## src/rtl/nn_infer_sequencer_pkg.sv

```systemverilog
// Shared types and default sizing for the binary-NN inference sequencer.
// The state names mirror the image lifecycle: load pixels, run hidden layer, run output layer, report.
package nn_infer_sequencer_pkg;

  localparam int N_IN_DEF  = 784;
  localparam int N_HID_DEF = 32;
  localparam int N_OUT_DEF = 10;
  localparam int ACC_W_DEF = 16;

  localparam int NEURON_W = 6;
  localparam int PRED_W   = 4;

  typedef enum logic [2:0] {
    LOAD      = 3'd0,
    HID_ISSUE = 3'd1,
    HID_WAIT  = 3'd2,
    OUT_ISSUE = 3'd3,
    OUT_WAIT  = 3'd4,
    DONE      = 3'd5
  } seqState_e;

  // Ties must keep the earlier class, so only a strictly larger score may displace the incumbent.
  function automatic logic beats(input logic signed [ACC_W_DEF-1:0] challenger,
                                 input logic signed [ACC_W_DEF-1:0] incumbent);
    return challenger > incumbent;
  endfunction

endpackage

```

## src/rtl/nn_infer_sequencer_argmax_tracker.sv

```systemverilog
// Running argmax over the output-layer scores of one image.
// Index 0 always seeds the running best, so no stale score from a previous image can win.
module nn_argmax_tracker
  import nn_infer_sequencer_pkg::*;
#(
  parameter int ACC_W = ACC_W_DEF
) (
  input  logic                    clk,
  input  logic                    rst,
  input  logic                    clr,
  input  logic                    en,
  input  logic [PRED_W-1:0]       idx,
  input  logic signed [ACC_W-1:0] score,
  output logic [PRED_W-1:0]       best_idx
);

  logic signed [ACC_W-1:0] bestScore_q, bestScore_d;
  logic [PRED_W-1:0]       bestIdx_q, bestIdx_d;
  logic                    greater;

  always_comb begin
    greater = score > bestScore_q;
    bestScore_d = bestScore_q;
    bestIdx_d   = bestIdx_q;
    if (en && ((idx == '0) || greater)) begin
      bestScore_d = score;
      bestIdx_d   = idx;
    end
  end

  always_ff @(posedge clk) begin
    if (rst || clr) begin
      bestScore_q <= '0;
      bestIdx_q   <= '0;
    end else begin
      bestScore_q <= bestScore_d;
      bestIdx_q   <= bestIdx_d;
    end
  end

  assign best_idx = bestIdx_q;

endmodule

```

## src/rtl/nn_infer_sequencer.sv

```systemverilog
// Control FSM for the MNIST binary NN: deserialises one image, walks the MAC engine over the hidden
// and output layers, binarises hidden scores and reports the argmax class with a one-cycle valid.
module nn_infer_sequencer
  import nn_infer_sequencer_pkg::*;
#(
  parameter int N_IN  = N_IN_DEF,
  parameter int N_HID = N_HID_DEF,
  parameter int N_OUT = N_OUT_DEF,
  parameter int ACC_W = ACC_W_DEF
) (
  input  logic                    clk,
  input  logic                    rst,
  input  logic                    data_in,
  input  logic                    data_valid,
  output logic                    data_ready,
  output logic [N_IN-1:0]         pixels,
  output logic [N_HID-1:0]        hid_act,
  output logic                    mac_start,
  output logic                    mac_layer,
  output logic [NEURON_W-1:0]     mac_neuron,
  input  logic                    mac_done,
  input  logic signed [ACC_W-1:0] mac_score,
  output logic [PRED_W-1:0]       prediction,
  output logic                    valid_out
);

  localparam int PIX_W  = $clog2(N_IN);
  localparam int HID_IW = $clog2(N_HID);

  localparam logic [PIX_W-1:0]    LAST_PIX = PIX_W'(N_IN - 1);
  localparam logic [NEURON_W-1:0] LAST_HID = NEURON_W'(N_HID - 1);
  localparam logic [NEURON_W-1:0] LAST_OUT = NEURON_W'(N_OUT - 1);

  seqState_e             state_q;
  logic [PIX_W-1:0]      pixCnt_q;
  logic [NEURON_W-1:0]   neuron_q;
  logic [N_IN-1:0]       pixels_q;
  logic [N_HID-1:0]      hidAct_q;
  logic                  macStart_q;
  logic                  macLayer_q;
  logic [PRED_W-1:0]     prediction_q;
  logic                  valid_q;
  logic                  dataReady_q;

  logic [HID_IW-1:0]     hidIdx;
  logic                  trackEn;
  logic                  trackClr;
  logic [PRED_W-1:0]     bestIdx;

  assign hidIdx   = neuron_q[HID_IW-1:0];
  assign trackEn  = (state_q == OUT_WAIT) && mac_done;
  assign trackClr = (state_q == DONE);

  nn_argmax_tracker #(
    .ACC_W (ACC_W)
  ) u_argmax (
    .clk      (clk),
    .rst      (rst),
    .clr      (trackClr),
    .en       (trackEn),
    .idx      (neuron_q[PRED_W-1:0]),
    .score    (mac_score),
    .best_idx (bestIdx)
  );

  // mac_start is raised on the transition into an ISSUE state, so it is high exactly while in it;
  // mac_done is only honoured in a WAIT state, which also drops one coinciding with mac_start.
  always_ff @(posedge clk) begin
    if (rst) begin
      state_q      <= LOAD;
      pixCnt_q     <= '0;
      neuron_q     <= '0;
      pixels_q     <= '0;
      hidAct_q     <= '0;
      macStart_q   <= 1'b0;
      macLayer_q   <= 1'b0;
      prediction_q <= '0;
      valid_q      <= 1'b0;
      dataReady_q  <= 1'b1;
    end else begin
      macStart_q <= 1'b0;
      valid_q    <= 1'b0;
      unique case (state_q)
        LOAD: begin
          if (data_valid && dataReady_q) begin
            pixels_q[pixCnt_q] <= data_in;
            if (pixCnt_q == LAST_PIX) begin
              pixCnt_q    <= '0;
              dataReady_q <= 1'b0;
              macStart_q  <= 1'b1;
              state_q     <= HID_ISSUE;
            end else begin
              pixCnt_q <= pixCnt_q + 1'b1;
            end
          end
        end
        HID_ISSUE: state_q <= HID_WAIT;
        HID_WAIT: begin
          if (mac_done) begin
            hidAct_q[hidIdx] <= ~mac_score[ACC_W-1];
            macStart_q       <= 1'b1;
            if (neuron_q == LAST_HID) begin
              neuron_q   <= '0;
              macLayer_q <= 1'b1;
              state_q    <= OUT_ISSUE;
            end else begin
              neuron_q <= neuron_q + 1'b1;
              state_q  <= HID_ISSUE;
            end
          end
        end
        OUT_ISSUE: state_q <= OUT_WAIT;
        OUT_WAIT: begin
          if (mac_done) begin
            if (neuron_q == LAST_OUT) begin
              neuron_q <= '0;
              state_q  <= DONE;
            end else begin
              neuron_q   <= neuron_q + 1'b1;
              macStart_q <= 1'b1;
              state_q    <= OUT_ISSUE;
            end
          end
        end
        DONE: begin
          prediction_q <= bestIdx;
          valid_q      <= 1'b1;
          macLayer_q   <= 1'b0;
          dataReady_q  <= 1'b1;
          pixCnt_q     <= '0;
          state_q      <= LOAD;
        end
        default: state_q <= LOAD;
      endcase
    end
  end

  assign data_ready = dataReady_q;
  assign pixels     = pixels_q;
  assign hid_act    = hidAct_q;
  assign mac_start  = macStart_q;
  assign mac_layer  = macLayer_q;
  assign mac_neuron = neuron_q;
  assign prediction = prediction_q;
  assign valid_out  = valid_q;

endmodule

```

## config.mk

```make
export PLATFORM = sky130hd
export DESIGN_NAME = nn_infer_sequencer
export DESIGN_NICKNAME = d
export VERILOG_FILES = /design/src/rtl/nn_infer_sequencer_pkg.sv /design/src/rtl/nn_infer_sequencer_argmax_tracker.sv /design/src/rtl/nn_infer_sequencer.sv
export SDC_FILE = /design/constraint.sdc
export NUM_CORES = 2
export LEC_CHECK = 0
export BUFFER_PORTS_ARGS = -buffer_cell sky130_fd_sc_hd__buf_2
export CORE_AREA = 2 2 334 336
export DETAILED_ROUTE_END_ITERATION = 16
export DIE_AREA = 0 0 336 338
export PLACE_DENSITY = 0.56
export SYNTH_ARGS = -nofsm -noshare
export SYNTH_HDL_FRONTEND = slang
export SYNTH_SLANG_ARGS = --single-unit
```

## constraint.sdc

```tcl
create_clock -name clk -period 2.3 [get_ports clk]
set_input_delay 0.23 -clock clk [delete_from_list [all_inputs] [get_ports clk]]
set_output_delay 0.23 -clock clk [all_outputs]
set_load 0.01 [all_outputs]
```

* Word level (Yosys, flattened, before mapping)
Index checks and enable logic that the tools add are counted.
** Storage, ports and cells
- Memories kept :: 0
- Word-level logic and storage cells :: 86
- Flip-flop bits (word level) :: 863
- Output and inout bits :: 830
- Latch bits :: 0
- Bits in read-only memories :: 0
- RAM bits :: 0
- Bits of input ports :: 21
** Cells by class
- Equal/unequal tests :: 13
- Shift operators :: 0
- Reductions and logical operators :: 19
- $mul :: 0
- Div/mod/pow operators :: 0
- $lt $le $gt $ge :: 5
- $add $sub $neg :: 2
- Mux-type cells :: 34
- Bitwise logic cells :: 1
** Operators by type and width (count)
- 784-bit bitwise mux :: 1
- 32-bit bitwise mux :: 1
- 6-bit 2-to-1 mux :: 4
- 10-bit 2-to-1 mux :: 2
- 10-bit case mux with 2 select lines :: 1
- 16-bit greater-than comparator :: 1
- 3-bit 2-to-1 mux :: 5
- 3-bit case mux with 5 select lines :: 1
- 1-bit 2-to-1 mux :: 12
- 6-bit case mux with 2 select lines :: 1
- 10-bit by 11-bit less-than comparator with 1-bit output, second input constant :: 1
- 10-bit by 1-bit adder with 10-bit output, second input constant :: 1
- 1-bit demux with 10-bit select :: 1
- 10-bit == test, second input constant :: 1
- 10-bit by 1-bit >= comparator with 1-bit output, second input constant :: 1
- 2-bit != test, second input constant :: 5
- 3-bit AND reduction :: 3
- 6-bit by 1-bit adder with 6-bit output, second input constant :: 1
- 3-bit by 2-bit == test with 1-bit output, second input constant :: 2
- 3-bit == test, second input constant :: 2
- 6-bit by 4-bit == test with 1-bit output, second input constant :: 1
- 6-bit by 5-bit == test with 1-bit output, second input constant :: 1
- 5-bit by 6-bit less-than comparator with 1-bit output, second input constant :: 1
- 2-bit AND reduction :: 3
- 13 further kinds :: 21

* Longest topological paths before layout
- Depth in word-level cells :: 5
- Gate-level depth with buffers :: 10
- Depth with buffers taken out :: 8

* Hierarchy
From an unflattened synthesis, not the netlist that was laid out.
** Second synthesis, totals
- Cells, all modules :: 4254
- Area, all modules :: 35192.5 um^2
** By module, submodules not included
- nn_infer_sequencer :: seq. area each 16876.2 um^2, cells an instance 4097, area an instance 33871.2 um^2, instances 1
- nn_argmax_tracker :: seq. area each 400.4 um^2, cells an instance 157, area an instance 1321.3 um^2, instances 1

* Worst setup path before layout
Ideal clock, no wire load.
- Path kind :: flip-flop to flip-flop
- Start point :: register u_argmax.bestScore_q[15]
- End point :: register u_argmax.bestScore_q[0]
- Setup slack :: 0.332 ns
- Buffers on the path :: 1
- Required time :: 2.224 ns
- Stages on the path, launching flop included :: 10
- Library setup time :: 0.076 ns
- Period minus slack after synthesis :: 1.968 ns
- Arrival time :: 1.892 ns
- Cell sequence :: dfxtp_1 inv_1 ha_1 nand4_1 nor3_1 a21boi_1 o31a_1 clkbuf_1 o21ai_0 a21boi_0
** Between the ends
- Cells in the longest elaborated chain, start to end :: 3
** RTL lines
- start: declaration :: line nn_infer_sequencer_argmax_tracker.sv:17 : logic signed [ACC_W-1:0] bestScore_q, bestScore_d;
- start signal: assignment :: line nn_infer_sequencer_argmax_tracker.sv:36 : bestScore_q <= bestScore_d;
- 16-bit greater-than comparator :: line nn_infer_sequencer_argmax_tracker.sv:22 : greater = score > bestScore_q;
- 1-bit logical OR :: line nn_infer_sequencer_argmax_tracker.sv:25 : if (en && ((idx == '0) || greater)) begin
- 1-bit logical AND :: line nn_infer_sequencer_argmax_tracker.sv:25
No other way between the ends.
A chain may end at the register's enable or synchronous reset.

* Worst setup path in the final report
- Start point :: register u_argmax.bestScore_q[13]
- End point :: register u_argmax.bestScore_q[15]
Same word-level chain as after synthesis.

==> results.txt <==
outcome: complete, but fails checks
violated checks: antenna rules
Core Box Area: 110000 µm²
Port Buffers: 850
CP endpoint kind: flip-flop
Yosys warning total: 0
Clock Latency Late Sink: 0.72 ns
number of flops mapped to enable cells by yosys: 0
Vias per Instance: 5.73
CTS tree: done
NetSw: 7.80 mW
die area: 114000 µm²
most common library cells after synthesis: dfxtp_1 (863), nand3_1 (830), o21ai_0 (821)
Comb power frac: 4.2%
Top FF cell, synth: dfxtp_1
wire length per cell: 27.4 µm
P&R area growth vs syn: 33.1%
nets: 5032
Power, Total: 32.1 mW
synthesized area: 34100 µm²
Starting Density: 31.0%
Worst Setup SP: u_argmax.bestScore_q[13]$_SDFFE_PP0P_
clk sinks: 863
max_cap viols: 0
Finished Layout Cells: 6562
Slew Limit Fails: 0
VDD IR-drop max: 577 µV
fmax: 457 MHz
hold crit path type: input port to flip-flop
IO Pins: 851
sequential element share of the synthesized area: 50.7%
Crit Path Class: flip-flop to flip-flop
minimum clock period: 2.19 ns
worst-margin pin slew: 0.543 ns
met3 routed WL: 17.0 mm
Compound-Gate Fraction of Synth Area: 25.2%
Tcrit/Tclk final: 95.2%
DRT iter0 DRCs: 4219
asr flop ratio synth: 0%
syn_area_per_cell: 8.04 µm²
routability congestion estimate: 0.868
setup TNS: 0 ns
Clock power frac: 49.2%
sw frac: 24.3%
mux share of post-synthesis cell area: 0.470%
final-report hold violation count: 0
crit path DAT: 2.79 ns
DR top layer: met4
via count: 37619
Hold Path Sink: state_q[0]$_SDFFE_PP0P_
Setup Skew: 0.0582 ns
CTS Root Buffer Type: clkbuf_16
Worst setup SP type: flip-flop
Synth area leader: dfxtp_1
Final Core Density: 41.2%
Reg power frac: 46.7%
row cnt: 122
CP required: 2.90 ns
Post-Syn Nets: 4287
DRT antenna net count: 1
Synth area leaders: dfxtp_1 (51%), nand3_1 (12%), o21ai_0 (12%), a21oi_1 (12%), clkbuf_1 (4.3%)
initial antenna violation count: 10
min-delay src: data_valid
leak pwr: 17.5 nW
simple-gate area share of the yosys netlist: 16.2%
H-tree levels: 3
Clock Tree Buf Depth: 3
met1 WL: 70.0 mm
total global routing overflow: 0
overall routing resource usage: 29.9%
DP HPWL: 119 mm
share of cells above drive strength 1: 27.5%
Yosys cell types: 53
DIE HEIGHT: 338 µm
placed insts: 6357
Power Internal: 24.3 mW
Hold Path Depth: 5
Remaining DRCs: 0
Synth Register Bits: 863
metal2 WL: 80.4 mm
worst r2r dst: u_argmax.bestScore_q[15]$_SDFFE_PP0P_
Gate Count Post-Synth: 4242
XOR/XNOR Fraction of Synth Area: 0.257%
Detailed Route WL: 180 mm
Worst slew margin: 63.8%
Detailed Routing Iterations Pass 1: 5
Crit Reg-Reg Startpoint: u_argmax.bestScore_q[13]$_SDFFE_PP0P_
PD cells: 707 nW/µm²
CTS Buf Count: 95
adder-cell share of the synthesized area: 0.881%
flop2flop setup slack: 0.11 ns
Chip Width: 336 µm
global-route wire length before repair: 249 mm
largest family of logic cells by synthesized area: compound AO/OA/AOI/OAI gates
vias in the first global route: 34029
pin count of the biggest net entering global routing: 111
Final setup violation count: 0
Worst Path Max Fanout: 8
count leader, synth: dfxtp_1
clk slew on worst S/H paths: 0.06 ns
R2R depth: 9
Synth top area share: 50.7%
[routing by layer]
metal	global-route usage, %	vias up
li1	-	16560
met1	37.2	18394
met2	47.3	2153
met3	6.68	512
met4	18.0	0
met5	0	-
[flip-flops by register name, indices dropped and copies added, names as in the netlist, 3 cells and up]
register              cells
u_argmax.best_idx         4
pixCnt_q                 10
prediction                4
hid_act                  32
state_q                   3
u_argmax.bestScore_q     16
mac_neuron                6
pixels                  784
[per-stage QoR]
step	area, µm²	setup WS [ns]	hold slack (ns)
3_5_place_dp	41900	0.0834	0.445
6_report	45400	0.111	0.191
4_1_cts	45300	0.0691	0.128
2_1_floorplan	34100	0.332	0.377
3_3_place_gp	41900	0.158	0.442
5_1_grt	45400	-0.0132	0.193
[worst max path at each step]
stage                                                  to  slack (ns)  cells after the start
floorplan            u_argmax.bestScore_q[0]$_SDFFE_PP0P_        0.33                      9
global placement        u_argmax.best_idx[0]$_SDFFE_PP0P_        0.16                      9
detailed placement      u_argmax.best_idx[0]$_SDFFE_PP0P_        0.08                      9
CTS                     u_argmax.best_idx[0]$_SDFFE_PP0P_        0.07                      9
global route            u_argmax.best_idx[0]$_SDFFE_PP0P_       -0.01                      9
finish              u_argmax.bestScore_q[15]$_SDFFE_PP0P_        0.11                      9
[cell type report]
| class | count | area, µm² |
|---|---|---|
| diodes | 13 | 32.5 |
| clock buffers | 134 | 2760 |
| clock inverters | 37 | 439 |
| fillers | 11109 | 64700 |
| inverters | 24 | 90.1 |
| multi-input cells | 2860 | 15200 |
| flip-flops and latches | 863 | 17300 |
| well taps | 1488 | 1860 |
| repair buffers | 1143 | 7740 |
[cells in the final DEF, fill, tap and decap left out, types with 4 or more instances in the layout]
cell             n
a21boi_1        13
ha_1            24
and3_2           4
a21boi_0         7
a21o_1           4
mux2i_1         16
or3_1           20
a21oi_1        820
nor2_4          50
diode_2         13
inv_1           24
clkinv_2        19
clkbuf_8        21
nor3_1           8
and2_1           9
nand3_2         16
nand4_1          9
dlygate4sd3_1   19
nand2_1         73
clkbuf_16       96
buf_4          175
o21ai_0        821
nand3_1        814
bufinv_16        5
nor2b_1          9
nand2_2         25
xnor2_1          8
buf_12          98
nand2b_1        11
buf_2          849
clkbuf_1        17
nor2_1          56
dfxtp_1        863
[repair_timing]
item                                   CTS  global route
endpoints found under the hold margin   70             0
buffers inserted                         0             1
gates resized for setup                  0             9
hold buffers                            19             0
setup endpoints to repair                0            20
[logic make-up after synthesis]
family / count (synthesis)
flip-flops: 863
buffers and inverters: 519
AO/OA/AOI/OAI: 1687
AND/OR/NAND/NOR: 1123
XOR/XNOR: 10
adder cells (fa/ha/maj): 24
multiplexers: 16
[critical path, stage by stage (launching register included)]
cell	delay, ns
dfxtp_1	0.33
inv_1	0.05
ha_1	0.28
a21o_1	0.17
a221oi_2	0.21
o211ai_1	0.18
o31ai_2	0.37
buf_2	0.29
o21ai_0	0.11
a21boi_1	0.14
[power groups by stage]
stage	logic [mW]	clock network, mW	registers [mW]
5_1_grt	1.40	16.6	15.0
2_1_floorplan	0.689	0	15.3
6_report	1.33	15.8	15.0
3_3_place_gp	1.28	0	15.3
4_1_cts	1.31	16.0	15.0
3_5_place_dp	1.28	0	15.3
Note: power is estimated with default switching activity, not from simulation.
